--- config.mk ---
export PLATFORM = sky130hd
export DESIGN_NAME = popcount_seq_flat
export DESIGN_NICKNAME = d
export VERILOG_FILES = /design/src/rtl/popcount_seq_if.sv /design/src/rtl/popcount_seq.sv /design/src/flat_wrapper.sv
export SDC_FILE = /design/constraint.sdc
export NUM_CORES = 1
export LEC_CHECK = 0
export CAP_MARGIN = 10
export CELL_PAD_IN_SITES_DETAIL_PLACEMENT = 0
export CELL_PAD_IN_SITES_GLOBAL_PLACEMENT = 1
export CORE_ASPECT_RATIO = 1.4
export CORE_MARGIN = 5
export CORE_UTILIZATION = 35
export DETAILED_ROUTE_END_ITERATION = 10
export PLACE_DENSITY = 0.83
export SYNTH_ARGS = -nofsm -noshare
export SYNTH_HDL_FRONTEND = slang
export SYNTH_SLANG_ARGS = --single-unit
--- constraint.sdc ---
create_clock -name clk -period 5 [get_ports clk]
set_clock_uncertainty 0.15 [all_clocks]
set_input_delay 1.5 -clock clk [delete_from_list [all_inputs] [get_ports clk]]
set_output_delay 1.5 -clock clk [all_outputs]
set_load 0.05 [all_outputs]
--- src/rtl/popcount_seq_if.sv ---
// popcount_seq_if -- operand/result bundle for the sequential popcount engine.
//
// Signals:
//   in_valid / in_ready    operand handshake (requester -> engine)
//   mode                   0 = popcount(a), 1 = popcount(a ^ b)
//   a, b                   WIDTH-bit operands (b ignored when mode = 0)
//   out_valid / out_ready  result handshake (engine -> consumer)
//   count                  CW-bit result
//   busy                   engine is in RUN or DONE
//   thresh, over           early-termination threshold and flag, present only
//                          when POPCOUNT_SEQ_THRESH_EN is defined
//
// Modports: master = requester/consumer side, slave = engine side.

interface popcount_seq_if #(
   parameter int WIDTH = 32,
   parameter int CW    = $clog2(WIDTH + 1)
);
   logic             in_valid;
   logic             in_ready;
   logic             mode;
   logic [WIDTH-1:0] a;
   logic [WIDTH-1:0] b;
   logic             out_valid;
   logic             out_ready;
   logic [CW-1:0]    count;
   logic             busy;
`ifdef POPCOUNT_SEQ_THRESH_EN
   logic [CW-1:0]    thresh;
   logic             over;

   modport master (
      output in_valid, mode, a, b, out_ready, thresh,
      input  in_ready, out_valid, count, busy, over
   );
   modport slave (
      input  in_valid, mode, a, b, out_ready, thresh,
      output in_ready, out_valid, count, busy, over
   );
`else
   modport master (
      output in_valid, mode, a, b, out_ready,
      input  in_ready, out_valid, count, busy
   );
   modport slave (
      input  in_valid, mode, a, b, out_ready,
      output in_ready, out_valid, count, busy
   );
`endif
endinterface

--- src/rtl/popcount_seq.sv ---
// popcount_seq -- multi-cycle popcount / Hamming-distance engine.
//
// Counts the ones of a WIDTH-bit operand CHUNK bits per clock. The operand is
// either a (mode = 0) or a ^ b (mode = 1), captured on the input handshake.
// After WIDTH/CHUNK RUN cycles the result is presented in DONE until the
// consumer takes it.
//
// Ports:
//   clk    clock, rising edge
//   rst_n  synchronous active-low reset
//   bus    popcount_seq_if.slave: in_valid/in_ready, mode, a, b,
//          out_valid/out_ready, count, busy (+ thresh/over when enabled)
//
// Optional feature (macro POPCOUNT_SEQ_THRESH_EN): a threshold captured at
// accept; RUN stops as soon as the running sum exceeds it, and over reports
// count > thresh alongside out_valid.

module popcount_seq #(
   parameter int WIDTH = 32,
   parameter int CHUNK = 8,
   parameter int CW    = $clog2(WIDTH + 1)
) (
   input logic           clk,
   input logic           rst_n,
   popcount_seq_if.slave bus
);
   localparam int NCH = WIDTH / CHUNK;
   localparam int PW  = $clog2(CHUNK + 1);
   // chunk index needs at least one bit even when a single chunk covers WIDTH
   localparam int NCW = (NCH > 1) ? $clog2(NCH) : 1;

   typedef enum logic [1:0] {IDLE, RUN, DONE} state_t;

   state_t           state_reg, state_next;
   logic [WIDTH-1:0] shift_reg, shift_next;
   logic [CW-1:0]    acc_reg, acc_next;
   logic [CW-1:0]    count_reg, count_next;
   logic [NCW-1:0]   chunk_reg, chunk_next;
   logic [PW-1:0]    chunk_pop;
   logic [CW-1:0]    sum;
   logic             last_chunk;
   logic             early;

`ifdef POPCOUNT_SEQ_THRESH_EN
   logic [CW-1:0]    thresh_reg, thresh_next;
   logic             over_reg, over_next;

   // sum already includes this cycle's chunk, so the decision is made on the
   // same edge that would otherwise just advance the accumulator
   assign early = (sum > thresh_reg);
`else
   assign early = 1'b0;
`endif

   // ones in the low chunk of the shift register
   always_comb begin
      chunk_pop = '0;
      for (int i = 0; i < CHUNK; i++) begin
         chunk_pop = chunk_pop + PW'(shift_reg[i]);
      end
   end

   assign sum        = acc_reg + CW'(chunk_pop);
   assign last_chunk = (chunk_reg == NCW'(NCH - 1));

   always_comb begin
      state_next = state_reg;
      shift_next = shift_reg;
      acc_next   = acc_reg;
      count_next = count_reg;
      chunk_next = chunk_reg;
`ifdef POPCOUNT_SEQ_THRESH_EN
      thresh_next = thresh_reg;
      over_next   = over_reg;
`endif
      case (state_reg)
         IDLE: begin
            if (bus.in_valid) begin
               shift_next = bus.mode ? (bus.a ^ bus.b) : bus.a;
               acc_next   = '0;
               chunk_next = '0;
`ifdef POPCOUNT_SEQ_THRESH_EN
               thresh_next = bus.thresh;
`endif
               state_next = RUN;
            end
         end
         RUN: begin
            acc_next   = sum;
            shift_next = shift_reg >> CHUNK;
            chunk_next = chunk_reg + NCW'(1);
            if (last_chunk || early) begin
               count_next = sum;
`ifdef POPCOUNT_SEQ_THRESH_EN
               // on full completion sum is the final count, so the same
               // comparison yields count > thresh
               over_next = early;
`endif
               state_next = DONE;
            end
         end
         DONE: begin
            if (bus.out_ready) begin
               state_next = IDLE;
            end
         end
         default: state_next = IDLE;
      endcase
   end

   always_ff @(posedge clk) begin
      if (!rst_n) begin
         state_reg <= IDLE;
         shift_reg <= '0;
         acc_reg   <= '0;
         count_reg <= '0;
         chunk_reg <= '0;
`ifdef POPCOUNT_SEQ_THRESH_EN
         thresh_reg <= '0;
         over_reg   <= 1'b0;
`endif
      end else begin
         state_reg <= state_next;
         shift_reg <= shift_next;
         acc_reg   <= acc_next;
         count_reg <= count_next;
         chunk_reg <= chunk_next;
`ifdef POPCOUNT_SEQ_THRESH_EN
         thresh_reg <= thresh_next;
         over_reg   <= over_next;
`endif
      end
   end

   assign bus.in_ready  = (state_reg == IDLE);
   assign bus.out_valid = (state_reg == DONE);
   assign bus.busy      = (state_reg != IDLE);
   assign bus.count     = count_reg;
`ifdef POPCOUNT_SEQ_THRESH_EN
   assign bus.over      = over_reg;
`endif

endmodule

--- src/flat_wrapper.sv ---
// flat-port wrapper written by rule: the top's interface ports become plain ports
module popcount_seq_flat 
#(
   parameter int WIDTH = 32,
   parameter int CHUNK = 8,
   parameter int CW    = $clog2(WIDTH + 1)
)
  (clk, rst_n, bus_in_valid, bus_mode, bus_a, bus_b, bus_out_ready, bus_in_ready, bus_out_valid, bus_count, bus_busy);
  popcount_seq_if #(.WIDTH(WIDTH), .CW(CW)) bus_i ();
  input logic clk;
  input logic rst_n;
  input wire logic [$bits(bus_i.in_valid)-1:0] bus_in_valid;
  input wire logic [$bits(bus_i.mode)-1:0] bus_mode;
  input wire logic [$bits(bus_i.a)-1:0] bus_a;
  input wire logic [$bits(bus_i.b)-1:0] bus_b;
  input wire logic [$bits(bus_i.out_ready)-1:0] bus_out_ready;
  output wire logic [$bits(bus_i.in_ready)-1:0] bus_in_ready;
  output wire logic [$bits(bus_i.out_valid)-1:0] bus_out_valid;
  output wire logic [$bits(bus_i.count)-1:0] bus_count;
  output wire logic [$bits(bus_i.busy)-1:0] bus_busy;
  assign bus_i.in_valid = bus_in_valid;
  assign bus_i.mode = bus_mode;
  assign bus_i.a = bus_a;
  assign bus_i.b = bus_b;
  assign bus_i.out_ready = bus_out_ready;
  assign bus_in_ready = bus_i.in_ready;
  assign bus_out_valid = bus_i.out_valid;
  assign bus_count = bus_i.count;
  assign bus_busy = bus_i.busy;
  popcount_seq #(.WIDTH(WIDTH), .CHUNK(CHUNK), .CW(CW)) u_core (.clk(clk), .rst_n(rst_n), .bus(bus_i));
endmodule
## After elaboration in Yosys (flattened, before gate mapping)

Index checks and enable logic that the tools add are counted.

- Register bits: 48
- Latch bits: 0
- RAM bits: 0
- Memory bits (read-only): 0
- Input port bits: 69
- Output and inout bits: 9
- Word-level logic and storage cells: 38
- Memories: 0

- Add/subtract/negate cells: 9
- $mul: 0
- Divide/modulo/power cells: 0
- Order comparisons: 0
- Eq/ne operators: 6
- Shift operators: 0
- Muxes and demuxes: 11
- Bitwise operators: 1
- Reductions and logical operators: 6

Operators by type and width:

| cell | count |
|---|---|
| $mux 32 | 2 |
| $pmux 32 s2 | 1 |
| $xor 32x32->32 | 1 |
| $add 4x1->4 | 6 |
| $pmux 6 s2 | 1 |
| $mux 2 | 4 |
| $add 6x4->6 | 1 |
| $mux 6 | 1 |
| $pmux 2 s3 | 1 |
| $eq 2x2->1 const B | 2 |
| $ne 2x2->1 const B | 2 |
| $pmux 2 s2 | 1 |
| $reduce_and 2->1 | 2 |
| $reduce_bool 2->1 | 2 |
| $reduce_and 3->1 | 1 |
| $add 1x1->2 | 1 |
| $add 2x1->2 const B | 1 |
| $eq 2x1->1 const B | 1 |
| $logic_not 2->1 | 1 |
| $ne 2x1->1 const B | 1 |

## Logic depth before layout (Yosys ltp)

- Word-level depth: 9
- Gate-level depth with buffers: 13

## Least setup slack after synthesis

Ideal clock, no wire load.

- Path kind: flip-flop to flip-flop
- Start: register u_core.shift_reg[0]
- End: register u_core.acc_reg[5]
- Arrival: 3.431 ns
- Data required time: 4.744 ns
- Setup slack: 1.313 ns
- Cell stages (with the launch flop): 12
- Buffers on the path: 0
- Period minus slack after synthesis: 3.687 ns
- Cells stage by stage: dfxtp_1 -> ha_1 -> inv_1 -> fa_1 -> fa_1 -> fa_1 -> fa_1 -> xnor2_1 -> ha_1 -> and3_1 -> a22o_1 -> o311ai_0

- Word-level cells in the longest chain between the ends: 9

Ends and longest elaborated chain:

| element | line | source |
|---|---|---|
| start: declaration | popcount_seq.sv:35 | `logic [WIDTH-1:0] shift_reg, shift_next;` |
| start signal: assignment | popcount_seq.sv:124 | `shift_reg <= shift_next;` |
| $add 1x1->2 | popcount_seq.sv:59 | `chunk_pop = chunk_pop + PW'(shift_reg[i]);` |
| $add 4x1->4 (6 in a row) | popcount_seq.sv:59 |  |
| $add 6x4->6 | popcount_seq.sv:63 | `assign sum = acc_reg + CW'(chunk_pop);` |
| $pmux 6 s2 | popcount_seq.sv:76 | `case (state_reg)` |
| end signal: assignment | popcount_seq.sv:125 | `acc_reg <= acc_next;` |
| end: declaration | popcount_seq.sv:36 | `logic [CW-1:0] acc_reg, acc_next;` |

No other way between the ends.
A chain may end at the register's enable or synchronous reset.

## Final worst setup path

- Start: register u_core.shift_reg[1]
- End: register u_core.count_reg[5] (netlist: u_core.bus.count[5])

- Word-level cells in the longest chain between the ends: 8

Ends and longest elaborated chain:

| element | line | source |
|---|---|---|
| $add 1x1->2 | popcount_seq.sv:59 |  |
| $add 4x1->4 (6 in a row) | popcount_seq.sv:59 |  |
| $add 6x4->6 | popcount_seq.sv:63 |  |
| end signal: assignment | popcount_seq.sv:126 | `count_reg <= count_next;` |
| end: declaration | popcount_seq.sv:37 | `logic [CW-1:0] count_reg, count_next;` |

No other way between the ends.

==> results.txt <==
status -> completed
most frequent cells in the layout -> clkdlybuf4s50_1 (77), dfxtp_1 (48), nand2_1 (40)
reg2reg setup slack -> 1100 ps
Root Buffer -> clkbuf_8
CP startpoint kind -> register
largest family of logic cells by synthesized area -> simple AND/OR/NAND/NOR gates
final hold violation count -> 0
post-synth top area cell -> dfxtp_1
post-synthesis async set-or-reset flop share -> 0%
minimum clock period -> 3900 ps
Ys Warns -> 0
Synth Area in XOR/XNOR -> 11.4%
area grow syn2layout -> 35.1%
via count -> 2354
Syn Std Cell Area -> 2620 sq um
max reg flops -> 32
CTS buffer count -> 5
CP Max Fanout -> 4
worst r2r path cells -> 11
TritonRoute pass-1 iters -> 5
maximum vdd ir drop -> 0.000129 V
P_leak -> 1.38 nW
pwr dens -> 266 nW/um^2
WHS -> 306 ps
die area -> 9330 sq um
Synth cell types -> 40
io pins -> 78
Syn Inst Count -> 300
Non-Filler Instances -> 466
H-tree depth -> 2
EDFF count, synth -> 0
Worst Hold Class -> register to register
first-pass GRT wire length -> 10400 um
synth top area cells -> dfxtp_1 (37%), xnor2_1 (11%), a222oi_1 (5.7%)
cts hold-fix bufs -> 0
drt drc -> 0
syn_area_per_cell -> 8.72 sq um
Avg WL per Cell -> 13.7 um
CTS tree -> done
drt first-iter violations -> 119
die width -> 83.1 um
Post-Synth Adder-Cell Area -> 7.66%
total power -> 0.940 mW
DRT antenna net count -> 0
DPL Wire Length -> 4860 um
Core Region -> 7310 sq um
Fin Setup TNS -> 0 ps
Max Freq -> 0.256 GHz
Max transition margin -> 35.8%
gr usage total -> 13.3%
prevailing post-synth register cell -> dfxtp_1
share of the synthesized area in the top cell type -> 36.7%
Ant. Diodes -> 0
Worst-path clk slew -> 90 ps
input/output buffers -> 77
WP data required -> 5040 ps
Worst-Margin Slew -> 960 ps
RD Place Congestion -> 0.725
Layout Nets -> 450
reg2reg end -> u_core.bus.count[5]
Initial Util -> 35.8%
most common cell after layout, fill and taps aside -> clkdlybuf4s50_1
Hold Crit Depth -> 2
CP endpoint kind -> register
mux cell area share after synthesis -> 3.06%
Critical Path AT -> 3940 ps
Post-Synth Simple-Gate Area -> 18.0%
Slew Viols, Final -> 0
final cycle utilization of the critical path -> 78.0%
largest net degree at the start of global routing -> 34
hold path start -> u_core.bus.count[1]
setup violators final -> 0
final wirelength -> 6380 um
GR Overflow Total -> 0
worst hold path endpoint -> u_core.bus.count[1]
Yosys reg bits -> 48
Worst-Skew Late Latency -> 300 ps
Reg2Reg Launch Point -> u_core.shift_reg[1]
vias in the first global route -> 2250
Post-Place Cells -> 458
vias per cell -> 5.05
Setup Fix Bufs, Post-CTS -> 0
RSZ-0062 raised after global routing -> false
sequential share of the synthesized area -> 36.7%
WS Path Type -> register to register
CTS Sinks -> 48
max cap viols -> 0
Die Y -> 112 um
Compound-Gate Fraction of Synth Area -> 16.4%
Std-Cell Rows -> 37
CTS max path bufs -> 2
initial antenna violation count -> 0
syn nets -> 382
post-cts sizing count -> 0
share of layout cells above drive strength 1 -> 4.34%
[cell usage after synthesis (5+ instances only)]
cell type and number:
mux2i_1 8, fa_1 5, a21oi_1 8, buf_2 5, clkbuf_1 10, dfxtp_1 48
inv_1 12, nand2_1 40, xnor2_1 33, nor2_1 32, ha_1 8, nand3_1 12
o21ai_0 9, buf_6 5, a222oi_1 15, a22oi_1 11
[final cells by class]
type,instances,area [sq um]
inverters,14,52.6
well taps,97,121
repair buffers,82,808
clock inverters,3,42.5
fillers,748,3780
clock buffers,5,68.8
flip-flops and latches,48,961
multi-input cells,217,1480
[power by group]
part	switching (mW)	leakage, nW	internal [mW]
combinational	0.113	0.930	0.126
clock	0.132	0.0541	0.148
sequential	0.0147	0.392	0.407
[routing by layer]
metal	track usage, %	vias up	wire (um)
met2	25.2	63	3440
li1	-	1182	-
met3	2.35	8	290
met1	15.0	1101	2560
met5	0	-	0
met4	4.25	0	87
[critical path, cell delays in order, from the launching register on]
cell      delay (ps)
dfxtp_1          330
ha_1             280
inv_1             50
fa_1             490
fa_1             420
fa_1             410
fa_1             390
xnor2_1          130
ha_1             330
and3_1           200
a22o_1           260
o311ai_0         340
[cell families after synthesis]
| logic type | after synthesis |
|---|---|
| and+or+nand+nor | 105 |
| AOI/OAI and AO/OA | 57 |
| DFF | 48 |
| buffers and inverters | 35 |
| xor gates and xnor gates | 34 |
| adders and majority gates | 13 |
| muxes | 8 |
[how the worst max path moves through the flow]
stage	to	start	cells past startpoint	slack [ps]
after floorplan	u_core.acc_reg[5]	u_core.shift_reg[0]	11	1310
after global placement	u_core.acc_reg[4]	u_core.shift_reg[0]	12	1230
after detailed placement	u_core.bus.count[5]	u_core.shift_reg[0]	11	1100
after CTS	u_core.bus.count[5]	u_core.shift_reg[1]	11	1070
after global routing	u_core.bus.count[5]	u_core.shift_reg[1]	11	920
final	u_core.bus.count[5]	u_core.shift_reg[1]	11	1100
[metrics by stage]
step,setup WS (ps),util [%],cell area [sq um]
after global routing,921,48.3,3530
after detailed placement,1100,46.8,3420
after CTS,1070,48.3,3530
final,1100,48.3,3530
after floorplan,1310,-,2620
after global placement,1230,46.8,3420
(Power assumes the default switching activity.)
